$ cat config.mk
export PLATFORM = sky130hd
export DESIGN_NAME = mdr_mem_port
export DESIGN_NICKNAME = d
export VERILOG_FILES = /design/src/rtl/mdr_mem_port.sv
export SDC_FILE = /design/constraint.sdc
export NUM_CORES = 1
export LEC_CHECK = 0
export BUFFER_PORTS_ARGS = -buffer_cell sky130_fd_sc_hd__buf_2
export CAP_MARGIN = 20
export CORE_AREA = 2 2 87 89
export DETAILED_ROUTE_END_ITERATION = 7
export DIE_AREA = 0 0 89 91
export PLACE_DENSITY_LB_ADDON = 0.3
export SYNTH_ARGS = -nofsm -noshare
export SYNTH_HDL_FRONTEND = slang
export SYNTH_SLANG_ARGS = --single-unit
$ cat constraint.sdc
create_clock -name clk -period 2.1 [get_ports clk]
set_input_delay 0.105 -clock clk [delete_from_list [all_inputs] [get_ports clk]]
set_output_delay 0.105 -clock clk [all_outputs]
set_load 0.03 [all_outputs]
$ cat src/rtl/mdr_mem_port.sv
// Memory data register with request/ready handshake, byte/half/word loads and store byte enables.
// Define MDR_TIMEOUT_EN to abort stalled transfers after TIMEOUT wait cycles and raise err.
module mdr_mem_port #(
    parameter int DATA_W  = 32,
    parameter int LANE_W  = 2,
    parameter int TIMEOUT = 16
) (
    input  logic                  clk,
    input  logic                  Clear_n,
    input  logic [DATA_W-1:0]     BusMuxOut,
    input  logic                  MDRIn,
    input  logic                  MDRead,
    input  logic                  MDWrite,
    input  logic [1:0]            Size,
    input  logic                  Signed,
    input  logic [LANE_W-1:0]     ByteSel,
    input  logic [DATA_W-1:0]     Mem_rdata,
    input  logic                  Mem_ready,
    output logic                  Mem_req,
    output logic                  Mem_we,
    output logic [DATA_W/8-1:0]   Mem_be,
    output logic [DATA_W-1:0]     Mem_wdata,
    output logic [DATA_W-1:0]     Q,
    output logic                  busy,
    output logic                  done,
    output logic                  err
);

    localparam int NB = DATA_W / 8;

    typedef enum logic [1:0] {
        IDLE    = 2'd0,
        RD_WAIT = 2'd1,
        WR_WAIT = 2'd2
    } state_t;

    state_t              state_q;
    logic [DATA_W-1:0]   data_q;
    logic [1:0]          size_q;
    logic                signed_q;
    logic [LANE_W-1:0]   lane_q;
    logic [NB-1:0]       be_q;
    logic                we_q;
    logic                done_q;
    logic                err_q;

    logic [NB-1:0]       be_d;
    logic [LANE_W-1:0]   rdLane_d;
    logic [7:0]          byteVal_d;
    logic [15:0]         halfVal_d;
    logic [DATA_W-1:0]   load_d;
    logic                expire_d;

`ifdef MDR_TIMEOUT_EN
    localparam int CNT_W = $clog2(TIMEOUT + 1);
    logic [CNT_W-1:0] cnt_q;

    // Counts wait cycles without Mem_ready; held at zero whenever no transfer is pending.
    always_ff @(posedge clk) begin
        if (!Clear_n) begin
            cnt_q <= '0;
        end else if (state_q == IDLE) begin
            cnt_q <= '0;
        end else if (!Mem_ready) begin
            cnt_q <= cnt_q + CNT_W'(1);
        end
    end

    assign expire_d = (cnt_q == CNT_W'(TIMEOUT - 1));
`else
    // Without the counter a pending transfer never expires.
    assign expire_d = 1'b0 && (TIMEOUT > 0);
`endif

    // Store byte enables: halves always sit on an even lane pair.
    always_comb begin
        be_d = '0;
        case (Size)
            2'b00:   be_d = NB'(1) << ByteSel;
            2'b01:   be_d = NB'(3) << (ByteSel & ~LANE_W'(1));
            default: be_d = '1;
        endcase
    end

    always_comb begin
        rdLane_d  = (size_q == 2'b01) ? (lane_q & ~LANE_W'(1)) : lane_q;
        byteVal_d = 8'(Mem_rdata >> {rdLane_d, 3'b000});
        halfVal_d = 16'(Mem_rdata >> {rdLane_d, 3'b000});
        load_d    = Mem_rdata;
        case (size_q)
            2'b00:   load_d = {{(DATA_W-8){signed_q & byteVal_d[7]}}, byteVal_d};
            2'b01:   load_d = {{(DATA_W-16){signed_q & halfVal_d[15]}}, halfVal_d};
            default: load_d = Mem_rdata;
        endcase
    end

    always_ff @(posedge clk) begin
        if (!Clear_n) begin
            state_q  <= IDLE;
            data_q   <= '0;
            size_q   <= 2'b00;
            signed_q <= 1'b0;
            lane_q   <= '0;
            be_q     <= '0;
            we_q     <= 1'b0;
            done_q   <= 1'b0;
            err_q    <= 1'b0;
        end else begin
            done_q <= 1'b0;
            case (state_q)
                IDLE: begin
                    if (MDRead) begin
                        state_q  <= RD_WAIT;
                        size_q   <= Size;
                        signed_q <= Signed;
                        lane_q   <= ByteSel;
                        we_q     <= 1'b0;
                        be_q     <= '0;
                        err_q    <= 1'b0;
                    end else if (MDWrite) begin
                        state_q  <= WR_WAIT;
                        size_q   <= Size;
                        lane_q   <= ByteSel;
                        we_q     <= 1'b1;
                        be_q     <= be_d;
                        err_q    <= 1'b0;
                    end else if (MDRIn) begin
                        data_q   <= BusMuxOut;
                    end
                end
                RD_WAIT: begin
                    if (Mem_ready) begin
                        data_q  <= load_d;
                        state_q <= IDLE;
                        done_q  <= 1'b1;
                    end else if (expire_d) begin
                        state_q <= IDLE;
                        done_q  <= 1'b1;
                        err_q   <= 1'b1;
                    end
                end
                WR_WAIT: begin
                    // A ready on the expiry edge still counts as a normal completion.
                    if (Mem_ready || expire_d) begin
                        state_q <= IDLE;
                        we_q    <= 1'b0;
                        be_q    <= '0;
                        done_q  <= 1'b1;
                        err_q   <= !Mem_ready;
                    end
                end
                default: state_q <= IDLE;
            endcase
        end
    end

    assign Mem_req   = (state_q != IDLE);
    assign busy      = (state_q != IDLE);
    assign Mem_we    = we_q;
    assign Mem_be    = be_q;
    assign Mem_wdata = data_q;
    assign Q         = data_q;
    assign done      = done_q;
    assign err       = err_q;

endmodule
==> insert_results.sql, run 1 <==
INSERT INTO impl_metrics (metric_group, metric, value, unit) VALUES
('placement', 'placedCellCount', '576', ''),
('layout', 'layout-drive-gt1-share', '35.33', '%'),
('critical_path', 'worstSetupStartpointType', 'flip-flop', ''),
('clock_tree', 'clock_tree.root_cell', 'sky130_fd_sc_hd__clkbuf_8', ''),
('clock_tree', 'cts_post_setup_buffers_inserted', '0', ''),
('layout', 'multi_input_area', '1580', 'um2'),
('drt', 'drtAntennaViolNets', '0', ''),
('clock_tree', 'numCtsBuffers', '5', ''),
('logic_synthesis', 'synth_edf_count', '0', ''),
('sta', 'final.setup.tns', '0', 'ps'),
('logic_synthesis', 'postSynthCellCount', '377', ''),
('critical_path', 'launch_point_of_the_critical_path', 'state_q[0]$_SDFFE_PN0P_', ''),
('floorplanning', 'fp-row-count', '31', ''),
('placement', 'gp_congestion', '0.9190', ''),
('critical_path', 'path_cells', 'inv_1 -> ha_1 -> mux2i_1 -> a21o_1 -> a311o_4 -> o311a_1', ''),
('clock_tree', 'post_cts_resize_count', '0', ''),
('clock_tree', 'cts_tree', 'yes', ''),
('placement', 'numPortBuffers', '147', ''),
('floorplanning', 'num_io_pins', '148', ''),
('logic_synthesis', 'synthArstFlopShare', '0', '%'),
('drt', 'wire_per_inst', '14.98', 'um'),
('power_and_ir_drop', 'cellLeakagePower', '0.001809', 'uW'),
('logic_synthesis', 'synth-main-ff-cell', 'sky130_fd_sc_hd__dfxtp_1', ''),
('logic_synthesis', 'synth.most_common_cell', 'sky130_fd_sc_hd__o21ai_0', ''),
('logic_synthesis', 'share_of_the_yosys_chip_area_belonging_to_registers', '31.77', '%'),
('clock_tree', 'clock_tree.buffer_depth', '2', ''),
('logic_synthesis', 'netlist_area', '2899', 'um2'),
('clock_tree', 'clk_pin_slew', '90', 'ps'),
('sta', 'finClkSkew', '9.793', 'ps'),
('global_routing', 'antenna_found_initial', '0', ''),
('critical_path', 'reg2reg_to', 'Mem_wdata[12]$_SDFFE_PN0P_', ''),
('power_and_ir_drop', 'ir_drop', '0.0003183', 'V'),
('clock_tree', 'holdBufCountCts', '0', ''),
('global_routing', 'via_count_of_the_first_global_routing_pass', '2901', ''),
('hold_path', 'min_path_type', 'input port to flip-flop', ''),
('logic_synthesis', 'yosys-top-cells-count', 'sky130_fd_sc_hd__o21ai_0, sky130_fd_sc_hd__dfxtp_1, sky130_fd_sc_hd__nand2_1', ''),
('floorplanning', 'initial_utilization', '40.62', '%'),
('floorplanning', 'die_width', '89', 'um'),
('placement', 'detailed_place.area', '3508', 'um2'),
('outcome', 'outcome', 'complete, no violations', ''),
('layout', 'area_delta_synth_final', '23.65', '%'),
('sta', 'rsz0062_at_grt', 'no', ''),
('critical_path', 'number_of_cells_traversed_by_the_worst_register_to_register_path', '6', ''),
('drt', 'dr_total_vias', '3095', ''),
('global_routing', 'track_usage', '21.28', '%'),
('drt', 'drt-vias-per-instance', '5.309', ''),
('global_routing', 'global_route_wire_length_before_repair', '13.78', 'mm'),
('floorplanning', 'die_h', '91', 'um'),
('logic_synthesis', 'syn_avg_cell_area', '7.690', 'um2'),
('sta', 'worst_slew_margin_rel', '50.87', '%'),
('sta', 'worst_slew_pin_slew', '736.9', 'ps'),
('global_routing', 'maximum_number_of_pins_on_one_net_before_global_route_repair', '47', ''),
('job', 'max-cap-violations', '0', ''),
('sta', 'report.final.setup_viol', '0', ''),
('floorplanning', 'core-area', '7137', 'um2'),
('critical_path', 'timing.critical_path.fanout_max', '8', ''),
('logic_synthesis', 'post_synth_num_cell_types', '39', ''),
('floorplanning', 'design.die.area', '8099', 'um2'),
('sta', 'final_hold_viol_count', '0', ''),
('drt', 'drt-initial-drc-count', '153', ''),
('critical_path', 'cp.buffers_inverters', '1', ''),
('logic_synthesis', 'synthesis.nets', '455', ''),
('hold_path', 'hold_path.startpoint', 'BusMuxOut[4]', ''),
('clock_tree', 'clock_latency', '300', 'ps'),
('logic_synthesis', 'synth.ff_latch_count', '46', ''),
('clock_tree', 'cts.sink_count', '46', ''),
('sta', 'clock.fmax', '0.5305', 'GHz'),
('layout', 'final-seq-area', '920.9', 'um2'),
('layout', 'layout.core_utilization', '50.23', '%'),
('critical_path', 'top_delay_family_on_crit_path', 'compound AO/OA/AOI/OAI gates', ''),
('logic_synthesis', 'syn_warnings', '0', '');
-- cell families after synthesis --
kind of cell	Yosys count	synth area share, %
AO/OA/AOI/OAI	139	28.74
adder cells (fa/ha/maj)	3	1.295
buffers and inverters	72	13.94
flip-flops	46	31.77
multiplexers	24	8.330
AND/OR/NAND/NOR	93	15.93
-- routing by layer --
layer  routed length (um)  vias up  global-route usage [%]
met4                  216        0                   6.343
met5                    0        -                       0
met2                 4049      138                   34.39
met3                  568       24                   3.727
met1                 3897     1423                   28.70
li1                     -     1510                       -
-- cell type report --
type / instances / area share [%]
repair buffers: 158 / 23.18
multi-input cells: 259 / 44.08
flip-flops and latches: 46 / 25.69
inverters: 14 / 1.466
clock buffers: 7 / 2.129
well taps: 99 / 3.456
-- placed cells by master, fill, tap and decap left out, types with 7 or more instances in the layout --
cell                       instances
sky130_fd_sc_hd__a21oi_1          30
sky130_fd_sc_hd__a221o_1           7
sky130_fd_sc_hd__a31oi_1          10
sky130_fd_sc_hd__buf_2           147
sky130_fd_sc_hd__buf_4            10
sky130_fd_sc_hd__dfxtp_1          46
sky130_fd_sc_hd__inv_1            14
sky130_fd_sc_hd__mux2i_1          23
sky130_fd_sc_hd__nand2_1          46
sky130_fd_sc_hd__nand2b_1         10
sky130_fd_sc_hd__nor2b_1          17
sky130_fd_sc_hd__o21ai_0          66
sky130_fd_sc_hd__o22ai_1           8
sky130_fd_sc_hd__o311a_1           7
-- per-stage QoR --
step	hold WS [ps]	power, uW	worst slack [ps]
CTS	73.96	3055	222.5
finish	85.45	3042	215.0
detailed placement	387.7	2537	236.9
global route	87.37	3226	125.4
floorplan	244.6	2212	54.46
global placement	384.1	2518	305.9
-- sequential cells by signal (all words and copies together), names as in the netlist --
name / cells
Mem_we: 1
size_q: 2
state_q: 2
Mem_wdata: 32
lane_q: 2
err: 1
signed_q: 1
done: 1
Mem_be: 4
-- how the worst max path moves through the flow --
stage | slack (ps) | depth (start not counted) | end
after floorplan | 50 | 8 | Mem_be[0]$_SDFFE_PN0P_
after global placement | 310 | 5 | Mem_wdata[12]$_SDFFE_PN0P_
after detailed placement | 240 | 6 | Mem_wdata[14]$_SDFFE_PN0P_
after CTS | 220 | 6 | Mem_wdata[12]$_SDFFE_PN0P_
after global routing | 130 | 6 | Mem_wdata[8]$_SDFFE_PN0P_
final | 210 | 6 | Mem_wdata[12]$_SDFFE_PN0P_
-- report_power, final --
| part | switching, uW | internal, uW |
|---|---|---|
| combinational | 958 | 472 |
| clock | 290 | 230 |
| sequential | 90.7 | 1000 |
| total | 1340 | 1700 |
-- worst register-to-register path, stage by stage (launching register included) --
cell	delay (ps)
sky130_fd_sc_hd__dfxtp_1	330
sky130_fd_sc_hd__inv_1	100
sky130_fd_sc_hd__ha_1	240
sky130_fd_sc_hd__mux2i_1	120
sky130_fd_sc_hd__a21o_1	190
sky130_fd_sc_hd__a311o_4	430
sky130_fd_sc_hd__o311a_1	360
Power figures use the tool's default switching activity.
==> run 2: changes to the inputs <==
CORE_AREA = 2 2 102 104   (was 2 2 87 89)
DIE_AREA = 0 0 104 106   (was 0 0 89 91)
==> insert_results.sql, run 2 (synthesis gave the netlist of run 1 again) <==
INSERT INTO impl_metrics (metric_group, metric, value, unit) VALUES
('clock_tree', 'clock_tree.buffer_depth', '2', ''),
('clock_tree', 'post_cts_resize_count', '0', ''),
('sta', 'final_hold_viol_count', '0', ''),
('hold_path', 'min_path_type', 'input port to flip-flop', ''),
('sta', 'holdWs', '71.78', 'ps'),
('clock_tree', 'cts_post_setup_buffers_inserted', '0', ''),
('floorplanning', 'die_h', '106', 'um'),
('clock_tree', 'clock_latency', '310', 'ps'),
('power_and_ir_drop', 'cellLeakagePower', '0.001842', 'uW'),
('global_routing', 'global_route_wire_length_before_repair', '14.86', 'mm'),
('drt', 'drtAntennaViolNets', '0', ''),
('layout', 'count_of_inserted_antenna_diode_cells', '0', ''),
('floorplanning', 'design.die.area', '11020', 'um2'),
('drt', 'wire_per_inst', '15.15', 'um'),
('floorplanning', 'core-area', '10000', 'um2'),
('job', 'max-cap-violations', '0', ''),
('global_routing', 'maximum_number_of_pins_on_one_net_before_global_route_repair', '47', ''),
('drt', 'route.detailed.drc', '0', ''),
('placement', 'detailedPlacementHpwl', '7.327', 'mm'),
('sta', 'rsz0062_at_grt', 'no', ''),
('floorplanning', 'die_width', '104', 'um'),
('placement', 'numPortBuffers', '147', ''),
('sta', 'clock.fmax', '0.5316', 'GHz'),
('critical_path', 'timing.critical_path.fanout_max', '8', ''),
('sta', 'finClkSkew', '12.29', 'ps'),
('layout', 'layout-drive-gt1-share', '35.88', '%'),
('drt', 'detailedRoute.firstPassIterationCount', '4', ''),
('layout', 'layout_commonest_cell', 'sky130_fd_sc_hd__buf_2', ''),
('critical_path', 'worstPathArrival', '2070', 'ps'),
('global_routing', 'remaining_global_route_overflow', '0', ''),
('clock_tree', 'cts_max_level', '2', ''),
('sta', 'worst_slew_margin_rel', '50.17', '%'),
('critical_path', 'crit_path_end_kind', 'flip-flop', ''),
('layout', 'layout.cells.most_common_list', 'sky130_fd_sc_hd__buf_2, sky130_fd_sc_hd__o21ai_0, sky130_fd_sc_hd__dfxtp_1, sky130_fd_sc_hd__nand2_1, sky130_fd_sc_hd__a21oi_1', ''),
('clock_tree', 'holdBufCountCts', '0', ''),
('layout', 'num-nets-final', '562', ''),
('global_routing', 'antenna_found_initial', '0', ''),
('critical_path', 'worst_ep_required_time', '2290', 'ps'),
('drt', 'drt-initial-drc-count', '104', ''),
('floorplanning', 'num_io_pins', '148', ''),
('clock_tree', 'cts.sink_count', '46', ''),
('sta', 'report.final.setup_viol', '0', ''),
('sta', 'final-max-slew-violation-count', '0', ''),
('power_and_ir_drop', 'power_density', '906.7', 'nW/um2'),
('floorplanning', 'fp-row-count', '37', ''),
('layout', 'largest_reg_flops', '32', ''),
('drt', 'drt-vias-per-instance', '4.876', ''),
('clock_tree', 'numCtsBuffers', '5', ''),
('critical_path', 'worstSetupStartpointType', 'flip-flop', ''),
('layout', 'area_delta_synth_final', '27.54', '%'),
('clock_tree', 'clk_pin_slew', '100', 'ps'),
('sta', 'post-route-period-util', '89.57', '%'),
('drt', 'dr_total_vias', '3028', ''),
('global_routing', 'via_count_of_the_first_global_routing_pass', '2932', ''),
('sta', 'post-route-min-period', '1881', 'ps'),
('floorplanning', 'initial_utilization', '28.99', '%'),
('global_routing', 'track_usage', '16.98', '%'),
('clock_tree', 'clock_tree.root_cell', 'sky130_fd_sc_hd__clkbuf_8', ''),
('clock_tree', 'cts_tree', 'yes', ''),
('placement', 'gp_congestion', '0.8115', ''),
('power_and_ir_drop', 'ir_drop', '0.0003195', 'V'),
('sta', 'worst_slew_pin_slew', '747.4', 'ps'),
('sta', 'final.setup.tns', '0', 'ps'),
('drt', 'drt_wl_total', '9.409', 'mm'),
('outcome', 'outcome', 'complete, no violations', ''),
('critical_path', 'type_of_the_worst_setup_path', 'flip-flop to flip-flop', '');
## run 2: worst paths after layout
check | startpoint | endpoint | slack, ps | cells after the start
setup / recovery | state_q[0]$_SDFFE_PN0P_ | Mem_wdata[11]$_SDFFE_PN0P_ | 220 | 6
setup reg to reg | state_q[0]$_SDFFE_PN0P_ | Mem_wdata[11]$_SDFFE_PN0P_ | 220 | 6
hold / removal | Mem_ready | done$_SDFF_PN0_ | 70 | 2
hold reg to reg | err$_SDFFE_PN0P_ | err$_SDFFE_PN0P_ | 490 | 1
## run 2: report_power, final
part           switching, uW  total [uW]  leakage [uW]  internal, uW
Combinational            960        1430       0.00139           475
Clock                    315         823     0.0000714           508
Sequential              93.9        1100      0.000379          1000
## run 2: cell type report
cell class / instances / area [um2]
Clock buffer: 6 / 82.58
Clock inverter: 2 / 60.06
Fill cell: 1115 / 6302
Inverter: 14 / 52.55
Multi-Input combinational cell: 259 / 1580
Sequential cell: 46 / 920.9
Tap cell: 136 / 170.2
Timing Repair Buffer: 158 / 830.8
## run 2: critical path: stages (launching register included)
cell and delay, ps:
sky130_fd_sc_hd__dfxtp_1 330, sky130_fd_sc_hd__inv_1 90, sky130_fd_sc_hd__ha_1 240, sky130_fd_sc_hd__mux2i_1 120, sky130_fd_sc_hd__a21o_1 200, sky130_fd_sc_hd__a311o_4 430, sky130_fd_sc_hd__o311a_1 360
## run 2: routing by layer
metal / share of wire [%] / vias to the layer above / wire, um / track usage [%]
li1: - / 1514 / - / -
met1: 45 / 1385 / 4250 / 21.99
met2: 47 / 109 / 4381 / 28.05
met3: 5.7 / 20 / 541 / 3.127
met4: 2.5 / 0 / 235 / 6.564
met5: 0 / - / 0 / 0
## run 2: per-stage QoR
stage | setup WS [ps] | total power (uW) | area (um2) | utilization (%) | instances
after floorplan | 54.46 | 2212 | 2899 | - | 377
after global placement | 303.0 | 2540 | 3555 | 35.55 | 613
after detailed placement | 207.7 | 2558 | 3555 | 35.55 | 613
after CTS | 197.6 | 3391 | 3697 | 36.97 | 621
after global routing | 68.96 | 3557 | 3697 | 36.97 | 621
final | 219.0 | 3353 | 3697 | 36.97 | 621
==> run 3: changes to the inputs <==
CELL_PAD_IN_SITES_DETAIL_PLACEMENT = 1   (was default)
CELL_PAD_IN_SITES_GLOBAL_PLACEMENT = 1   (was default)
CORE_AREA = 2 2 105 107   (was 2 2 102 104)
DIE_AREA = 0 0 107 109   (was 0 0 104 106)
==> insert_results.sql, run 3 (synthesis gave the netlist of run 1 again) <==
INSERT INTO impl_metrics (metric_group, metric, value, unit) VALUES
('outcome', 'outcome', 'complete, no violations', ''),
('layout', 'layout.cells.most_common_list', 'sky130_fd_sc_hd__buf_2, sky130_fd_sc_hd__o21ai_0, sky130_fd_sc_hd__dfxtp_1, sky130_fd_sc_hd__nand2_1, sky130_fd_sc_hd__a21oi_1', ''),
('drt', 'dr_total_vias', '3095', ''),
('hold_path', 'min_path_type', 'input port to flip-flop', ''),
('drt', 'route.layer.met1.wl', '4.728', 'mm'),
('sta', 'finClkSkew', '9.200', 'ps'),
('job', 'max-cap-violations', '0', ''),
('global_routing', 'remaining_global_route_overflow', '0', ''),
('critical_path', 'crit_path_end_kind', 'flip-flop', ''),
('sta', 'worst_slew_margin_rel', '46.48', '%'),
('floorplanning', 'die_h', '109', 'um'),
('global_routing', 'global_route_wire_length_before_repair', '15.94', 'mm'),
('critical_path', 'reg2reg_slack', '180', 'ps'),
('clock_tree', 'cts_max_level', '2', ''),
('clock_tree', 'holdBufCountCts', '0', ''),
('sta', 'final_hold_viol_count', '0', ''),
('clock_tree', 'numCtsBuffers', '5', ''),
('floorplanning', 'core-area', '10600', 'um2'),
('drt', 'wire_per_inst', '16.60', 'um'),
('sta', 'worst_slew_pin_slew', '802.8', 'ps'),
('critical_path', 'timing.critical_path.slowest_cell_delay', '490', 'ps'),
('global_routing', 'track_usage', '17.46', '%'),
('critical_path', 'type_of_the_worst_setup_path', 'flip-flop to flip-flop', ''),
('layout', 'area_delta_synth_final', '26.02', '%'),
('global_routing', 'maximum_number_of_pins_on_one_net_before_global_route_repair', '47', ''),
('critical_path', 'cpMostUsedCell', 'sky130_fd_sc_hd__mux2i_1', ''),
('critical_path', 'path_cells', 'mux2i_1 -> mux2i_1 -> a311o_4 -> o311a_1', ''),
('layout', 'largest_reg_flops', '32', ''),
('clock_tree', 'cts_post_setup_buffers_inserted', '0', ''),
('clock_tree', 'clock_latency', '300', 'ps'),
('clock_tree', 'clk_pin_slew', '100', 'ps'),
('critical_path', 'startpoint_of_the_worst_register_to_register_path', 'lane_q[1]$_SDFFE_PN0P_', ''),
('critical_path', 'number_of_cells_traversed_by_the_worst_register_to_register_path', '4', ''),
('clock_tree', 'cts_tree', 'yes', ''),
('floorplanning', 'initial_utilization', '27.34', '%'),
('critical_path', 'worstSetupStartpointType', 'flip-flop', ''),
('sta', 'post-route-period-util', '91.25', '%'),
('drt', 'wl_met2', '4.950', 'mm'),
('clock_tree', 'post_cts_resize_count', '0', ''),
('critical_path', 'timing.critical_path.slowest_stage_cell', 'sky130_fd_sc_hd__a311o_4', ''),
('drt', 'route.met3.wl', '492', 'um'),
('layout', 'count_of_inserted_antenna_diode_cells', '0', ''),
('power_and_ir_drop', 'ir_drop', '0.0002822', 'V'),
('floorplanning', 'die_width', '107', 'um'),
('layout', 'layout.core_utilization', '34.46', '%'),
('critical_path', 'worstPathArrival', '2100', 'ps'),
('power_and_ir_drop', 'power_density', '857.3', 'nW/um2'),
('placement', 'numPortBuffers', '147', ''),
('floorplanning', 'design.die.area', '11660', 'um2'),
('clock_tree', 'clock_tree.root_cell', 'sky130_fd_sc_hd__clkbuf_8', ''),
('drt', 'drt-vias-per-instance', '4.936', ''),
('sta', 'rsz0062_at_grt', 'no', ''),
('drt', 'drt_wl_total', '10.41', 'mm'),
('clock_tree', 'clock_tree.buffer_depth', '2', ''),
('placement', 'gp_congestion', '0.8358', ''),
('sta', 'post-route-min-period', '1916', 'ps'),
('critical_path', 'worst_ep_required_time', '2290', 'ps'),
('sta', 'clock.fmax', '0.5218', 'GHz'),
('drt', 'detailedRoute.firstPassIterationCount', '4', ''),
('global_routing', 'via_count_of_the_first_global_routing_pass', '3122', ''),
('drt', 'drt-initial-drc-count', '98', ''),
('placement', 'detailedPlacementHpwl', '8.134', 'mm'),
('critical_path', 'reg2reg_to', 'Mem_wdata[13]$_SDFFE_PN0P_', ''),
('global_routing', 'antenna_found_initial', '0', ''),
('floorplanning', 'num_io_pins', '148', ''),
('floorplanning', 'fp-row-count', '38', ''),
('layout', 'layout_commonest_cell', 'sky130_fd_sc_hd__buf_2', ''),
('hold_path', 'hold_path.startpoint', 'BusMuxOut[1]', ''),
('hold_path', 'hold_critical_path_endpoint', 'Mem_wdata[1]$_SDFFE_PN0P_', ''),
('clock_tree', 'cts.sink_count', '46', ''),
('layout', 'layout-drive-gt1-share', '35.93', '%'),
('drt', 'top_layer', 'met4', ''),
('layout', 'num-nets-final', '564', ''),
('sta', 'final-max-slew-violation-count', '0', ''),
('sta', 'report.final.setup_viol', '0', ''),
('drt', 'route.detailed.drc', '0', ''),
('drt', 'drtAntennaViolNets', '0', ''),
('sta', 'final.setup.tns', '0', 'ps'),
('power_and_ir_drop', 'cellLeakagePower', '0.001826', 'uW'),
('critical_path', 'timing.critical_path.fanout_max', '8', ''),
('hold_path', 'timing.hold.worst_path_depth', '3', '');
-- run 3: cell types whose count changed in the layout (fill, tap and decap cells not counted), sizes merged --
cell    delta
clkbuf     +1
clkinv     +1
bufinv     -2
buf        +2
-- run 3: cell type report --
type | instances | area (um2)
Fill cell | 1338 | 6949
Multi-Input combinational cell | 259 | 1580
Sequential cell | 46 | 920.9
Timing Repair Buffer | 160 | 833.3
Tap cell | 140 | 175.2
Clock buffer | 7 | 86.33
Inverter | 14 | 52.55
Clock inverter | 1 | 5.005
-- run 3: worst max-delay path: cells and delay by family, from the launching register on --
kind | cells | cell delay (ps)
AOI/OAI and AO/OA | 2 | 850
DFF | 1 | 440
muxes | 2 | 510
-- run 3: through the flow --
| step | hold WS (ps) | power, uW | worst slack (ps) | cell area [um2] | std cells |
|---|---|---|---|---|---|
| 2_1_floorplan | 244.6 | 2212 | 54.46 | 2899 | 377 |
| 3_3_place_gp | 393.0 | 2551 | 287.2 | 3562 | 619 |
| 3_5_place_dp | 393.7 | 2577 | 224.5 | 3562 | 619 |
| 4_1_cts | 69.85 | 3171 | 201.3 | 3654 | 627 |
| 5_1_grt | 87.41 | 3340 | 96.02 | 3654 | 627 |
| 6_report | 72.01 | 3132 | 183.7 | 3654 | 627 |
-- run 3: report_power, final --
group | switching, uW | leakage (uW) | internal [uW]
Sequential | 91.4 | 0.000379 | 1000
Combinational | 984 | 0.00140 | 469
Clock | 319 | 0.0000482 | 267
-- run 3: layer usage --
layer	track usage [%]	up-vias
met4	5.751	0
met1	22.25	1457
li1	-	1515
met2	30.07	105
met3	2.869	18
met5	0	-
-- run 3: worst max-delay path by stage --
stage / cells past startpoint / startpoint / slack, ps / end
3_5_place_dp: 4 / lane_q[1]$_SDFFE_PN0P_ / 220 / Mem_wdata[13]$_SDFFE_PN0P_
2_1_floorplan: 8 / state_q[0]$_SDFFE_PN0P_ / 50 / Mem_be[0]$_SDFFE_PN0P_
4_1_cts: 4 / lane_q[1]$_SDFFE_PN0P_ / 200 / Mem_wdata[13]$_SDFFE_PN0P_
6_report: 4 / lane_q[1]$_SDFFE_PN0P_ / 180 / Mem_wdata[13]$_SDFFE_PN0P_
5_1_grt: 8 / state_q[1]$_SDFFE_PN0P_ / 100 / Mem_wdata[23]$_SDFFE_PN0P_
3_3_place_gp: 5 / MDRead / 290 / Mem_wdata[14]$_SDFFE_PN0P_
